<file path="config.mk">
export PLATFORM = sky130hd
export DESIGN_NAME = dspm_load_merger
export DESIGN_NICKNAME = d
export VERILOG_FILES = /design/src/rtl/dspm_load_merger_pkg.sv /design/src/rtl/dspm_load_merger.sv
export SDC_FILE = /design/constraint.sdc
export NUM_CORES = 1
export LEC_CHECK = 0
export ABC_AREA = 1
export BUFFER_PORTS_ARGS = -buffer_cell sky130_fd_sc_hd__clkbuf_2
export CAP_MARGIN = 10
export CORE_AREA = 2 2 155 157
export DETAILED_ROUTE_END_ITERATION = 7
export DIE_AREA = 0 0 157 159
export GPL_TIMING_DRIVEN = 0
export SYNTH_ARGS = -nofsm -noshare
export SYNTH_HDL_FRONTEND = slang
export SYNTH_SLANG_ARGS = --single-unit
</file>
<file path="constraint.sdc">
create_clock -name clk_i -period 1.85 [get_ports clk_i]
set_input_delay 0.0925 -clock clk_i [delete_from_list [all_inputs] [get_ports clk_i]]
set_output_delay 0.0925 -clock clk_i [all_outputs]
set_load 0.01 [all_outputs]
</file>
<file path="src/rtl/dspm_load_merger_pkg.sv">
// Shared types for the D-cache SPM load merger: requester/controller port
// structs, the merger FSM state encoding and a merged-read builder.
package dspm_load_merger_pkg;

  localparam int unsigned DCACHE_INDEX_WIDTH = 12;
  localparam int unsigned DCACHE_TAG_WIDTH   = 44;

  typedef struct packed {
    logic [DCACHE_INDEX_WIDTH-1:0] address_index;
    logic [DCACHE_TAG_WIDTH-1:0]   address_tag;
    logic [63:0]                   data_wdata;
    logic                          data_req;
    logic                          data_we;
    logic [7:0]                    data_be;
    logic [1:0]                    data_size;
    logic                          kill_req;
    logic                          tag_valid;
  } dcache_req_i_t;

  typedef struct packed {
    logic        data_gnt;
    logic        data_rvalid;
    logic [63:0] data_rdata;
  } dcache_req_o_t;

  typedef enum logic [1:0] {
    IDLE     = 2'd0,
    WAIT_TAG = 2'd1,
    ISSUE    = 2'd2,
    DRAIN    = 2'd3
  } dspm_merge_state_e;

  // A single-cycle read towards the controller: index and tag together, no write data.
  function automatic dcache_req_i_t merged_read(
    input logic [DCACHE_INDEX_WIDTH-1:0] index,
    input logic [DCACHE_TAG_WIDTH-1:0]   tag,
    input logic [7:0]                    be,
    input logic [1:0]                    size
  );
    dcache_req_i_t r;
    r               = '0;
    r.data_req      = 1'b1;
    r.address_index = index;
    r.address_tag   = tag;
    r.data_be       = be;
    r.data_size     = size;
    return r;
  endfunction

endpackage

</file>
<file path="src/rtl/dspm_load_merger.sv">
// Joins the split-phase (index, then tag) load request into one held request
// for the SPM controller. Optional macro: DSPM_MERGE_FAST_ISSUE_EN.
module dspm_load_merger
  import dspm_load_merger_pkg::*;
(
  input  logic          clk_i,
  input  logic          rst_ni,
  input  dcache_req_i_t req_port_i,
  output dcache_req_o_t req_port_o,
  output dcache_req_i_t spm_req_o,
  input  dcache_req_o_t spm_req_i,
  output logic          busy_o
);

  dspm_merge_state_e               state_q, state_d;
  logic [DCACHE_INDEX_WIDTH-1:0]   index_q, index_d;
  logic [DCACHE_TAG_WIDTH-1:0]     tag_q, tag_d;
  logic [7:0]                      be_q, be_d;
  logic [1:0]                      size_q, size_d;
  logic                            killed_q, killed_d;
  logic                            stray_rvalid;

  always_comb begin
    state_d    = state_q;
    index_d    = index_q;
    tag_d      = tag_q;
    be_d       = be_q;
    size_d     = size_q;
    killed_d   = killed_q;
    spm_req_o  = '0;
    req_port_o = '0;

    unique case (state_q)
      IDLE: begin
        if (req_port_i.data_req && req_port_i.data_we) begin
          spm_req_o           = req_port_i;
          spm_req_o.tag_valid = 1'b0;
          spm_req_o.kill_req  = 1'b0;
          req_port_o.data_gnt = spm_req_i.data_gnt;
        end else if (req_port_i.data_req) begin
          req_port_o.data_gnt = 1'b1;
          index_d             = req_port_i.address_index;
          be_d                = req_port_i.data_be;
          size_d              = req_port_i.data_size;
          state_d             = WAIT_TAG;
        end
      end

      WAIT_TAG: begin
        if (req_port_i.kill_req) begin
          state_d = IDLE;
        end else if (req_port_i.tag_valid) begin
          tag_d   = req_port_i.address_tag;
          state_d = ISSUE;
`ifdef DSPM_MERGE_FAST_ISSUE_EN
          // Live tag goes straight out; an immediate response closes the read here.
          spm_req_o = merged_read(index_q, req_port_i.address_tag, be_q, size_q);
          if (spm_req_i.data_rvalid) begin
            req_port_o.data_rvalid = 1'b1;
            req_port_o.data_rdata  = spm_req_i.data_rdata;
            state_d                = IDLE;
          end
`endif
        end
      end

      ISSUE: begin
        spm_req_o = merged_read(index_q, tag_q, be_q, size_q);
        if (req_port_i.kill_req) begin
          // The controller may already own this request, so keep it up and drop the answer.
          killed_d = 1'b1;
          state_d  = DRAIN;
          if (spm_req_i.data_rvalid) begin
            killed_d = 1'b0;
            state_d  = IDLE;
          end
        end else if (spm_req_i.data_rvalid) begin
          if (!killed_q) begin
            req_port_o.data_rvalid = 1'b1;
            req_port_o.data_rdata  = spm_req_i.data_rdata;
          end
          killed_d = 1'b0;
          state_d  = IDLE;
        end
      end

      DRAIN: begin
        spm_req_o = merged_read(index_q, tag_q, be_q, size_q);
        if (spm_req_i.data_rvalid) begin
          killed_d = 1'b0;
          state_d  = IDLE;
        end
      end

      default: state_d = IDLE;
    endcase
  end

  always_ff @(posedge clk_i or negedge rst_ni) begin
    if (!rst_ni) begin
      state_q  <= IDLE;
      index_q  <= '0;
      tag_q    <= '0;
      be_q     <= '0;
      size_q   <= '0;
      killed_q <= 1'b0;
    end else begin
      state_q  <= state_d;
      index_q  <= index_d;
      tag_q    <= tag_d;
      be_q     <= be_d;
      size_q   <= size_d;
      killed_q <= killed_d;
    end
  end

  assign busy_o = (state_q != IDLE);

`ifdef DSPM_MERGE_FAST_ISSUE_EN
  assign stray_rvalid = spm_req_i.data_rvalid &&
                        ((state_q == IDLE) ||
                         ((state_q == WAIT_TAG) &&
                          !(req_port_i.tag_valid && !req_port_i.kill_req)));
`else
  assign stray_rvalid = spm_req_i.data_rvalid &&
                        ((state_q == IDLE) || (state_q == WAIT_TAG));
`endif

  a_no_stray_rvalid: assert property (@(posedge clk_i) disable iff (!rst_ni) !stray_rvalid)
    else $error("dspm_load_merger: controller rvalid with no read outstanding");

endmodule

</file>
==> impl_metrics.toml <==
[route]
drt_wl_total_um = 23100
drt_iter0_markers = 209
drtPass1Iterations = 7
ant_nets = 0
via_count = 5899
drc = 0
routedWlPerCell_um = 15.6
viasPerCell = 3.97

[critical_path]
critPathTopFamily = "buffers and inverters"
required_ns = 1.76
r2r_slack_ns = 0.23
worstPathMaxFanout = 10
critPathCaptureType = "primary output"
critical_path.slowest_cell = "dfrtp_1"
cp.buffers_inverters = 4
crit_top_cell = "buf_6"
critPathLaunchType = "register"
arrival_ns = 1.75
critPathMaxStageDelay_ns = 0.37
cp_cell_sequence = "buf_6 > nor2_4 > nand3_4 > buf_8 > buf_6 > o21ai_1 > clkbuf_2"
critical_path_class = "reg -> out"

[floorplanning]
die-area_mm2 = 0.0250
core-area_mm2 = 0.0232
initial_core_util_pct = 19.6
die_w_um = 157
io_pins = 403
rows = 56
fp.dieH_um = 159

[sta]
tightest_slew_ns = 0.549
setup_violations = 0
finalCritPeriodShare_pct = 99.8
final_hold_viol_count = 0
slew_viol_final = 0
rsz0062_at_grt = "yes"
timing.slew.headroom_pct = 63.4
period_needed_ns = 1.85
clock.fmax_ghz = 0.541
finClkSkew_ns = 0.00672
holdWs_ns = 0.00499

[grt]
grt_usage_pct = 18.0
antenna_found_initial = 8
grt_pass1_wl_um = 34000
use_met1_pct = 22.5
grtUsageMet3_pct = 4.63
overflow = 0
grt_pass1_vias = 5775
grt_max_degree = 49
grt-busiest-layer = "met2"
grtUsageMet2_pct = 30.7

[clocking]
clockBufferDepth = 2
cts_tree = "yes"
path_clk_slew_ns = 0.06
clock_sinks = 69
clk_latency_ns = 0.33
numCtsBuffers = 9
cts_root_buffer = "clkbuf_16"
h-tree-depth = 3

[flow_run]
cap_violations = 0

[place]
dp_hpwl_um = 19500
globalplace.congestion = 0.943
port_buffers = 400

[yosys]
netlist_area_mm2 = 0.00454
synthCells = 735
synth_warnings = 0
synthDistinctLibCells = 19
ys_seq_area_share_pct = 38.0
synth-seq-cells = 69
syn-mean-instance-area_um2 = 6.18

[cells_and_area]
synthToLayoutAreaGrowth_pct = 64.8
final_common_cell = "clkbuf_2"
num-nets-final = 1358
mostFrequentLayoutCells = "clkbuf_2 (389), inv_1 (204), nand2_1 (142)"
layout-drive-gt1-share_pct = 40.7
num-fill-cells = 2620

[pwr]
max-vdd-ir-drop_mv = 0.511
totalPowerFinal_mw = 7.93
power_leakage_nw = 4.85
powerDensity_mw_per_mm2 = 1060

[run_status]
status = "complete, no violations"

[min_path]
min-delay-path-class = "in -> reg"
## power breakdown
| part | internal [mW] | switching, mW | leakage (nW) | total [mW] |
|---|---|---|---|---|
| combinational | 1.30 | 2.03 | 3.83 | 3.34 |
| clock | 1.25 | 0.688 | 0.163 | 1.94 |
| sequential | 2.26 | 0.388 | 0.859 | 2.65 |
| total | 4.82 | 3.11 | 4.85 | 7.93 |
## worst register-to-register path: cells and delay by family (launching register included)
family	cells	cell delay, ns
flip-flops	1	0.37
buffers and inverters	3	0.60
AO/OA/AOI/OAI	1	0.26
AND/OR/NAND/NOR	2	0.30
## cell families after synthesis
family,Yosys count,share of synthesized area [%]
simple gates,281,24.2
flops,69,38.0
buf+inv,248,22.1
other cells,1,0.0826
compound gates,136,15.7
## metrics by stage
step | std cells | util [%] | setup TNS (ns) | setup slack [ns] | instance area, um^2
floorplan | 736 | - | 0 | 0.522 | 4550
global placement | 1455 | 30.0 | 0 | 0.0149 | 6950
detailed placement | 1456 | 30.1 | 0 | 0.0778 | 6980
CTS | 1480 | 32.1 | -0.183 | -0.0208 | 7450
global route | 1484 | 32.3 | -8.07 | -0.115 | 7480
finish | 1486 | 32.3 | 0 | 0.00289 | 7490
## worst paths after layout
check / startpoint / end / depth (start not counted)
setup / recovery: state_q[1] / spm_req_o[107] / 7
hold / removal: req_port_i[110] / tag_q[32] / 3
setup reg to reg: state_q[1] / be_q[1] / 6
hold reg to reg: tag_q[38] / tag_q[38] / 2
max in group asynchronous: rst_ni / index_q[4] / 3
min in group asynchronous: rst_ni / tag_q[7] / 2
## synth_stat cells
cell | n | area [um^2]
clkbuf_1 | 19 | 71.3
o21ai_0 | 106 | 531
buf_1 | 1 | 3.75
nor2_1 | 133 | 499
a21oi_1 | 1 | 5.00
inv_1 | 204 | 766
o22ai_1 | 1 | 6.26
conb_1 | 1 | 3.75
o21ai_1 | 20 | 100
nor2_4 | 2 | 22.5
o21ai_2 | 8 | 70.1
dfrtp_1 | 69 | 1730
nand3_1 | 1 | 5.00
nand3_4 | 1 | 17.5
nand2_1 | 142 | 533
nand3_2 | 2 | 20.0
buf_2 | 15 | 75.1
buf_4 | 4 | 30.0
buf_6 | 5 | 56.3
## flip-flops by register name, summed over array words and instances, names as in the netlist
signal and flops:
killed_q 1, index_q 12, tag_q 44, be_q 8, state_q 2, size_q 2
## timing repair
item                                   CTS  global route
setup endpoints to repair              167           184
cloned                                   0             0
endpoints found under the hold margin   27             0
gates resized for setup                 31            40
pin swaps                                2             1
setup buffers                            1             0
hold buffers                             7             0
## routing by layer
| metal | part of all wire, % | routed length [um] | vias up |
|---|---|---|---|
| met4 | 1.9 | 433 | 4 |
| met1 | 42 | 9810 | 2658 |
| met3 | 7.5 | 1740 | 24 |
| met5 | 0.14 | 33 | - |
| li1 | - | - | 2958 |
| met2 | 48 | 11100 | 255 |
## layout make-up
type	count	area [um^2]	area share (%)
antenna	6	15.0	0.201
buffer	44	282	3.76
clock buffer	12	256	3.43
clock inverter	4	70.1	0.936
inverter	204	766	10.2
multi-input combinational	419	1860	24.8
sequential	69	1730	23.1
tap	319	399	5.33
timing repair buffer	409	2110	28.2
Note: power is estimated with default switching activity, not from simulation.
